### config.mk
export PLATFORM = sky130hd
export DESIGN_NAME = branch_predictor
export DESIGN_NICKNAME = d
export VERILOG_FILES = /design/src/rtl/branch_predictor.sv
export SDC_FILE = /design/constraint.sdc
export NUM_CORES = 1
export LEC_CHECK = 0
export ABC_AREA = 1
export CORE_AREA = 2 2 343 345
export DETAILED_ROUTE_END_ITERATION = 10
export DIE_AREA = 0 0 345 347
export DONT_BUFFER_PORTS = 1
export HOLD_SLACK_MARGIN = 0.02
export PLACE_DENSITY = 0.45
export REMOVE_ABC_BUFFERS = 1
export SKIP_CTS_REPAIR_TIMING = 1
export SKIP_LAST_GASP = 1
export SYNTH_ARGS = -nofsm -noshare
export SYNTH_HDL_FRONTEND = slang
export SYNTH_SLANG_ARGS = --single-unit
export TNS_END_PERCENT = 20
### constraint.sdc
create_clock -name clk -period 4.19 [get_ports clk]
set_input_delay 0.838 -clock clk [delete_from_list [all_inputs] [get_ports clk]]
set_output_delay 0.838 -clock clk [all_outputs]
set_load 0.02 [all_outputs]
### src/rtl/branch_predictor.sv
`default_nettype none
// ============================================================================
//  Module      : branch_predictor
//  Description : Direct-mapped branch target buffer with 2-bit saturating
//                direction counters. Lookup from IF is combinational. The
//                table is written at the clock edge from ID once the branch
//                is resolved. Saturating branch/mispredict statistics.
//  Revision    : 1.0 - initial release
// ============================================================================
module branch_predictor #(
  parameter int ADDR_W  = 32,
  parameter int ENTRIES = 16,
  parameter int TAG_W   = 8,
  parameter int CNT_W   = 16
) (
  input  logic              clk,
  input  logic              reset_in,
  // IF-stage lookup
  input  logic [ADDR_W-1:0] lookup_pc_in,
  output logic              pred_hit_out,
  output logic              pred_taken_out,
  output logic [ADDR_W-1:0] pred_target_out,
  // ID-stage resolution
  input  logic              update_valid_in,
  input  logic [ADDR_W-1:0] update_pc_in,
  input  logic              update_taken_in,
  input  logic [ADDR_W-1:0] update_target_in,
  input  logic              update_mispredict_in,
  // statistics
  output logic [CNT_W-1:0]  branch_count_out,
  output logic [CNT_W-1:0]  mispredict_count_out
);

  localparam int IDX_W  = $clog2(ENTRIES);
  localparam int HI_LSB = IDX_W + TAG_W + 2;

  // Table storage
  logic              valid_q  [ENTRIES];
  logic [1:0]        ctr_q    [ENTRIES];
  logic [TAG_W-1:0]  tag_q    [ENTRIES];
  logic [ADDR_W-1:0] target_q [ENTRIES];

  logic [CNT_W-1:0]  branch_cnt_q, branch_cnt_d;
  logic [CNT_W-1:0]  mispred_cnt_q, mispred_cnt_d;

  // Index/tag fields; pc[1:0] is always word-aligned and carries no information
  logic [IDX_W-1:0]  w_lk_idx;
  logic [TAG_W-1:0]  w_lk_tag;
  logic [IDX_W-1:0]  w_up_idx;
  logic [TAG_W-1:0]  w_up_tag;
  logic              w_up_hit;
  logic [1:0]        w_ctr_d;

  assign w_lk_idx = lookup_pc_in[IDX_W+1:2];
  assign w_lk_tag = lookup_pc_in[HI_LSB-1:IDX_W+2];
  assign w_up_idx = update_pc_in[IDX_W+1:2];
  assign w_up_tag = update_pc_in[HI_LSB-1:IDX_W+2];

  // Bits outside index/tag are intentionally not looked at
  logic w_unused_lo;
  assign w_unused_lo = ^{lookup_pc_in[1:0], update_pc_in[1:0]};

  generate
    if (HI_LSB < ADDR_W) begin : g_unused_hi
      logic w_unused_hi;
      assign w_unused_hi = ^{lookup_pc_in[ADDR_W-1:HI_LSB], update_pc_in[ADDR_W-1:HI_LSB]};
    end
  endgenerate

  // Combinational lookup; reads the pre-update table (no write bypass)
  always_comb begin
    pred_hit_out    = valid_q[w_lk_idx] && (tag_q[w_lk_idx] == w_lk_tag);
    pred_taken_out  = pred_hit_out && ctr_q[w_lk_idx][1];
    pred_target_out = pred_taken_out ? target_q[w_lk_idx] : lookup_pc_in + ADDR_W'(4);
  end

  // Hit detection and saturating counter step for the resolved branch
  always_comb begin
    w_up_hit = valid_q[w_up_idx] && (tag_q[w_up_idx] == w_up_tag);
    w_ctr_d  = ctr_q[w_up_idx];
    if (update_taken_in) begin
      if (ctr_q[w_up_idx] != 2'b11) w_ctr_d = ctr_q[w_up_idx] + 2'd1;
    end else begin
      if (ctr_q[w_up_idx] != 2'b00) w_ctr_d = ctr_q[w_up_idx] - 2'd1;
    end
  end

  // Table write: train on hit, allocate weakly-taken on taken miss; reset wins
  always_ff @(posedge clk) begin
    if (reset_in) begin
      for (int i = 0; i < ENTRIES; i++) begin
        valid_q[i]  <= 1'b0;
        ctr_q[i]    <= 2'b01;
        tag_q[i]    <= '0;
        target_q[i] <= '0;
      end
    end else if (update_valid_in) begin
      if (w_up_hit) begin
        ctr_q[w_up_idx] <= w_ctr_d;
        if (update_taken_in) target_q[w_up_idx] <= update_target_in;
      end else if (update_taken_in) begin
        valid_q[w_up_idx]  <= 1'b1;
        tag_q[w_up_idx]    <= w_up_tag;
        target_q[w_up_idx] <= update_target_in;
        ctr_q[w_up_idx]    <= 2'b10;
      end
    end
  end

  // Statistics next-state: count resolved branches and mispredicts, hold at all-ones
  always_comb begin
    branch_cnt_d  = branch_cnt_q;
    mispred_cnt_d = mispred_cnt_q;
    if (update_valid_in) begin
      if (branch_cnt_q != {CNT_W{1'b1}}) branch_cnt_d = branch_cnt_q + CNT_W'(1);
      if (update_mispredict_in && (mispred_cnt_q != {CNT_W{1'b1}}))
        mispred_cnt_d = mispred_cnt_q + CNT_W'(1);
    end
  end

  // Statistics registers
  always_ff @(posedge clk) begin
    if (reset_in) begin
      branch_cnt_q  <= '0;
      mispred_cnt_q <= '0;
    end else begin
      branch_cnt_q  <= branch_cnt_d;
      mispred_cnt_q <= mispred_cnt_d;
    end
  end

  assign branch_count_out     = branch_cnt_q;
  assign mispredict_count_out = mispred_cnt_q;

endmodule
`default_nettype wire

== Word-level counts from Yosys, hierarchy flattened ==
Memories as Yosys holds them, arrays and structs flattened.
Index checks and enable logic that the tools add are counted.
Storage, ports and cells
  register bits: 32
  memory bits (writable): 688
  bits of input ports: 101
  output and inout bits: 66
  memories kept: 4
Memory list
  target_q: words 16, bits a word 32, read ports 1, clocked after Yosys merged registers in 0, write ports 16, line 41  | logic [ADDR_W-1:0] target_q [ENTRIES];
  tag_q: words 16, bits a word 8, read ports 2, clocked after Yosys merged registers in 0, write ports 16, line 40  | logic [TAG_W-1:0] tag_q [ENTRIES];
  ctr_q: words 16, bits a word 2, read ports 2, clocked after Yosys merged registers in 0, write ports 16, line 39  | logic [1:0] ctr_q [ENTRIES];
  valid_q: words 16, bits a word 1, read ports 2, clocked after Yosys merged registers in 0, write ports 16, line 38  | logic valid_q [ENTRIES];
Cells by class
  add/subtract/negate cells: 5
  equal/unequal tests: 5
  multiplexer cells: 33
  bitwise operators: 2
  reductions and logical operators: 11
Operators by type and width (count)
  two-way mux 32 bit: 3
  adder 16 x 1 -> 16 bit (second input constant): 2
  adder 32 x 3 -> 32 bit (second input constant): 1
  inequality test 16 bit (second input constant): 2
  OR reduction 32 bit: 1
  two-way mux 1 bit: 20
  equality test 8 bit: 2
  two-way mux 4 bit: 4
  two-way mux 2 bit: 5
  two-way mux 8 bit: 1
  OR reduction 8 bit: 1
  logical AND 1 bit: 4
  AND reduction 2 bit: 2
  adder 2 x 1 -> 2 bit (second input constant): 1
  inequality test 2 bit (second input constant): 1
  bitwise OR 1 bit: 2
  nonzero test 2 bit: 1
  OR reduction 2 bit: 1
  subtractor 2 x 1 -> 2 bit (second input constant): 1
  OR reduction 1 bit: 1

== Depth between registers and ports, before layout ==
An unclocked memory read counts as a cell.
  depth after elaboration: 10
  mapped depth: 20

== Worst setup path after synthesis ==
No wires, ideal clock.
  kind: in2out
  from: input port lookup_pc_in[2]
  to: output port pred_target_out[31]
  arrival: 2616 ps
  required time: 3352 ps
  path slack: 736 ps
  stages on the path: 14
  cells stage by stage: buf_4 -> inv_2 -> buf_6 -> nor3_2 -> nand3_1 -> nor2_2 -> nand2_1 -> nor2_2 -> nand3_1 -> nor2_4 -> nand3_1 -> xnor2_1 -> nand2_1 -> nand2_1
On the way
  word-level cells in the longest chain between the ends: 5
Ends and longest elaborated chain
  start: declaration: line 19  | input logic [ADDR_W-1:0] lookup_pc_in,
  memory read (16 x 8 bit)
  equality test 8 bit: line 72  | pred_hit_out = valid_q[w_lk_idx] && (tag_q[w_lk_idx] == w_lk_tag);
  logical AND 1 bit: line 72
  logical AND 1 bit: line 73  | pred_taken_out = pred_hit_out && ctr_q[w_lk_idx][1];
  two-way mux 32 bit (*): line 74  | pred_target_out = pred_taken_out ? target_q[w_lk_idx] : lookup_pc_in + ADDR_W'(4);
  end: declaration: line 22  | output logic [ADDR_W-1:0] pred_target_out,
Mark *: on every way between the ends. The rest lies on a longest branch, timed or not.

== Final worst setup path ==
  from: input port lookup_pc_in[2]
  to: output port pred_target_out[10]
Same word-level chain as after synthesis.

==> load_flow_metrics.sql <==
INSERT INTO impl_metrics (metric_group, metric, value, unit) VALUES
('min_path', 'worstHoldStart', 'reset_in', ''),
('synth', 'synth_seq_cells', '720', ''),
('detailed_routing', 'drt-vias-per-instance', '5.12', ''),
('setup_path', 'reg2reg_depth', '15', ''),
('detailed_routing', 'routed_wire_length', '125000', 'um'),
('setup_path', 'setup.worst_path.end_class', 'output port', ''),
('sta', 'layout_setup_ws', '-0.0309', 'ns'),
('sta', 'setup_repair_after_global_routing_missed_its_margin', 'true', ''),
('floorplan', 'ios', '167', ''),
('synth', 'yosysWarnings', '0', ''),
('global_routing', 'grt.overflow.total', '0', ''),
('synth', 'synth-edff-count', '672', ''),
('sta', 'timing.final.hold_violations', '0', ''),
('setup_path', 'crit_required', '3.35', 'ns'),
('sta', 'slew-limit-headroom', '43.6', '%'),
('floorplan', 'core-area', '0.116', 'mm2'),
('flow_run', 'max_cap_violations', '0', ''),
('pwr', 'peakVddDrop', '0.000275', 'V'),
('setup_path', 'timing.critical_path.arrival', '3.38', 'ns'),
('setup_path', 'largest_fanout_of_any_net_on_the_critical_path', '329', ''),
('detailed_routing', 'drt_iter0_drc', '2545', ''),
('floorplan', 'die_height', '347', 'um'),
('synth', 'synthesis.area_per_instance', '9.16', 'um2'),
('detailed_routing', 'wire_per_inst', '23.4', 'um'),
('min_path', 'destination_of_the_worst_hold_path', 'branch_count_out[1]$_SDFFE_PP0P_', ''),
('finish', 'layout_common_cells', 'nor2_1, edfxtp_1, nand2_1', ''),
('finish', 'num-fill-cells', '11900', ''),
('finish', 'design_area', '0.0396', 'mm2'),
('global_routing', 'pin_count_of_the_biggest_net_entering_global_routing', '327', ''),
('min_path', 'hold_class', 'in -> reg', ''),
('clock_network', 'clock_latency', '0.67', 'ns'),
('setup_path', 'worst-r2r-setup-slack', '1.34', 'ns'),
('floorplan', 'initial_standard_cell_utilization_of_the_core', '29.8', '%'),
('outcome', 'failed_checks', 'setup timing', ''),
('setup_path', 'critical_path_cell_sequence', 'clkinv_16 -> buf_12 -> buf_4 -> buf_16 -> o21ai_0 -> o221ai_1 -> nand3_1 -> nand3_1 -> nand3_1 -> nand2_1', ''),
('pwr', 'leakagePower', '14.9', 'nW'),
('finish', 'final_layout_size_suffix_gt1_share', '9.49', '%'),
('placed_design', 'dp_slack', '-0.122', 'ns'),
('placed_design', 'standard_cell_area_after_detailed_placement', '0.0367', 'mm2'),
('sta', 'timing_worst_slew_pin_value', '0.846', 'ns'),
('setup_path', 'start_kind', 'input pin', ''),
('setup_path', 'critPathSlowestCell', 'nand3_1', ''),
('sta', 'fmax', '237', 'MHz'),
('setup_path', 'crit_path_max_incr_delay', '0.32', 'ns'),
('setup_path', 'worst-path-buf-inv', '4', ''),
('global_routing', 'vias_in_the_first_global_route', '26100', ''),
('sta', 'setup_viol_count_final', '3', ''),
('synth', 'synth_seq_area_share', '61.3', '%'),
('clock_network', 'tritoncts.num_buffers', '85', ''),
('clock_network', 'max-clock-path-buffers', '3', ''),
('clock_network', 'numClockSinks', '720', ''),
('sta', 'slew_viol_final', '0', ''),
('setup_path', 'cp_top_family', 'buffers and inverters', ''),
('pwr', 'design_power_total', '16.9', 'mW'),
('synth', 'asyncSetResetFlopFracSynth', '0', '%'),
('finish', 'finalNetCount', '3833', ''),
('sta', 'fin_worst_skew', '0.0386', 'ns'),
('finish', 'storage_cell_area', '0.0211', 'mm2'),
('clock_network', 'clock_tree.htree_level_count', '3', ''),
('detailed_routing', 'detail_route.first_pass.iterations', '5', ''),
('sta', 'setup_total_negative_slack', '-0.0374', 'ns'),
('floorplan', 'die_span_in_x', '345', 'um'),
('clock_network', 'clk_transition_reported_paths', '0.05', 'ns'),
('outcome', 'status', 'finished with violations', ''),
('placed_design', 'globalplace.congestion', '0.829', ''),
('clock_network', 'cts_tree', 'done', ''),
('placed_design', 'port_buffers', '0', ''),
('min_path', 'hold_depth', '1', ''),
('sta', 'final.period_utilization', '101', '%'),
('floorplan', 'floorplan.rows', '125', ''),
('clock_network', 'cts-root-buf', 'clkbuf_16', '');
[registers in the layout, summed over array words and instances (netlist names)]
name                  count
valid_q                  16
ctr_q                    32
mispredict_count_out     16
tag_q                   128
target_q                512
branch_count_out         16
[synthesized netlist by cell type, types with 5 or more instances]
cell	number	area share [%]
nor2_1	1062	12
nand2_1	679	7.4
edfxtp_1	672	58
o21ai_0	369	5.4
clkbuf_1	206	2.2
inv_1	152	1.7
nand3_1	148	2.1
o22ai_1	82	1.5
a21oi_1	57	0.83
o221ai_1	50	1.3
dfxtp_1	48	2.8
buf_2	42	0.61
o211ai_1	34	0.74
a22oi_1	19	0.41
nor3_1	19	0.28
xor2_1	19	0.48
nand4_1	14	0.25
buf_4	13	0.28
nand2_4	10	0.33
inv_2	8	0.087
clkinv_1	7	0.076
buf_1	6	0.065
nor4_1	6	0.11
a31oi_1	5	0.091
[metrics by stage]
| step | util [%] | instances |
|---|---|---|
| final | 34.2 | 5319 |
| after detailed placement | 31.7 | 5160 |
| after global placement | 31.7 | 5160 |
| after floorplan | - | 3496 |
| after CTS | 34.0 | 5311 |
| after global routing | 34.2 | 5318 |
[how the worst max path moves through the flow]
stage,startpoint,end,slack (ns),depth (start not counted)
finish,lookup_pc_in[2],pred_target_out[10],-0.03,10
global route,lookup_pc_in[2],pred_target_out[30],0.03,13
CTS,lookup_pc_in[2],pred_target_out[14],-0.18,15
detailed placement,lookup_pc_in[2],pred_target_out[14],-0.12,15
global placement,lookup_pc_in[2],pred_target_out[14],-0.19,15
floorplan,lookup_pc_in[2],pred_taken_out,-2.96,8
[power by group]
part | internal [mW] | switching [mW]
clock network | 4.06 | 3.11
registers | 8.20 | 0.111
logic | 0.400 | 1.05
[kinds of logic (layout without fill, tap and decap cells)]
kind of cell	Yosys count	count (layout)	share of synthesized area [%]
flops	720	720	61.3
xor+xnor	23	23	0.584
compound gates	629	629	10.5
other cells	0	2	0
simple gates	1953	1953	22.4
fa+ha+maj	3	3	0.109
buf+inv	439	465	5.16
[metal layers]
layer | vias to the layer above | wire (um) | GRT usage (%)
met5 | - | 10 | 0
met4 | 2 | 2980 | 5.61
met3 | 176 | 8280 | 3.21
met2 | 925 | 57200 | 32.3
met1 | 13400 | 56100 | 28.2
li1 | 12700 | - | -
[area by class of cell]
cell class,instances,share of cell area [%]
Timing Repair inverter,3,0.0980
Antenna cell,2,0.0126
Inverter,168,1.68
Tap cell,1524,4.82
Sequential cell,720,53.4
Clock buffer,108,5.70
Timing Repair Buffer,143,3.55
Clock inverter,43,0.945
Multi-Input combinational cell,2608,29.8
No activity file was read; power rests on OpenSTA's default activity.
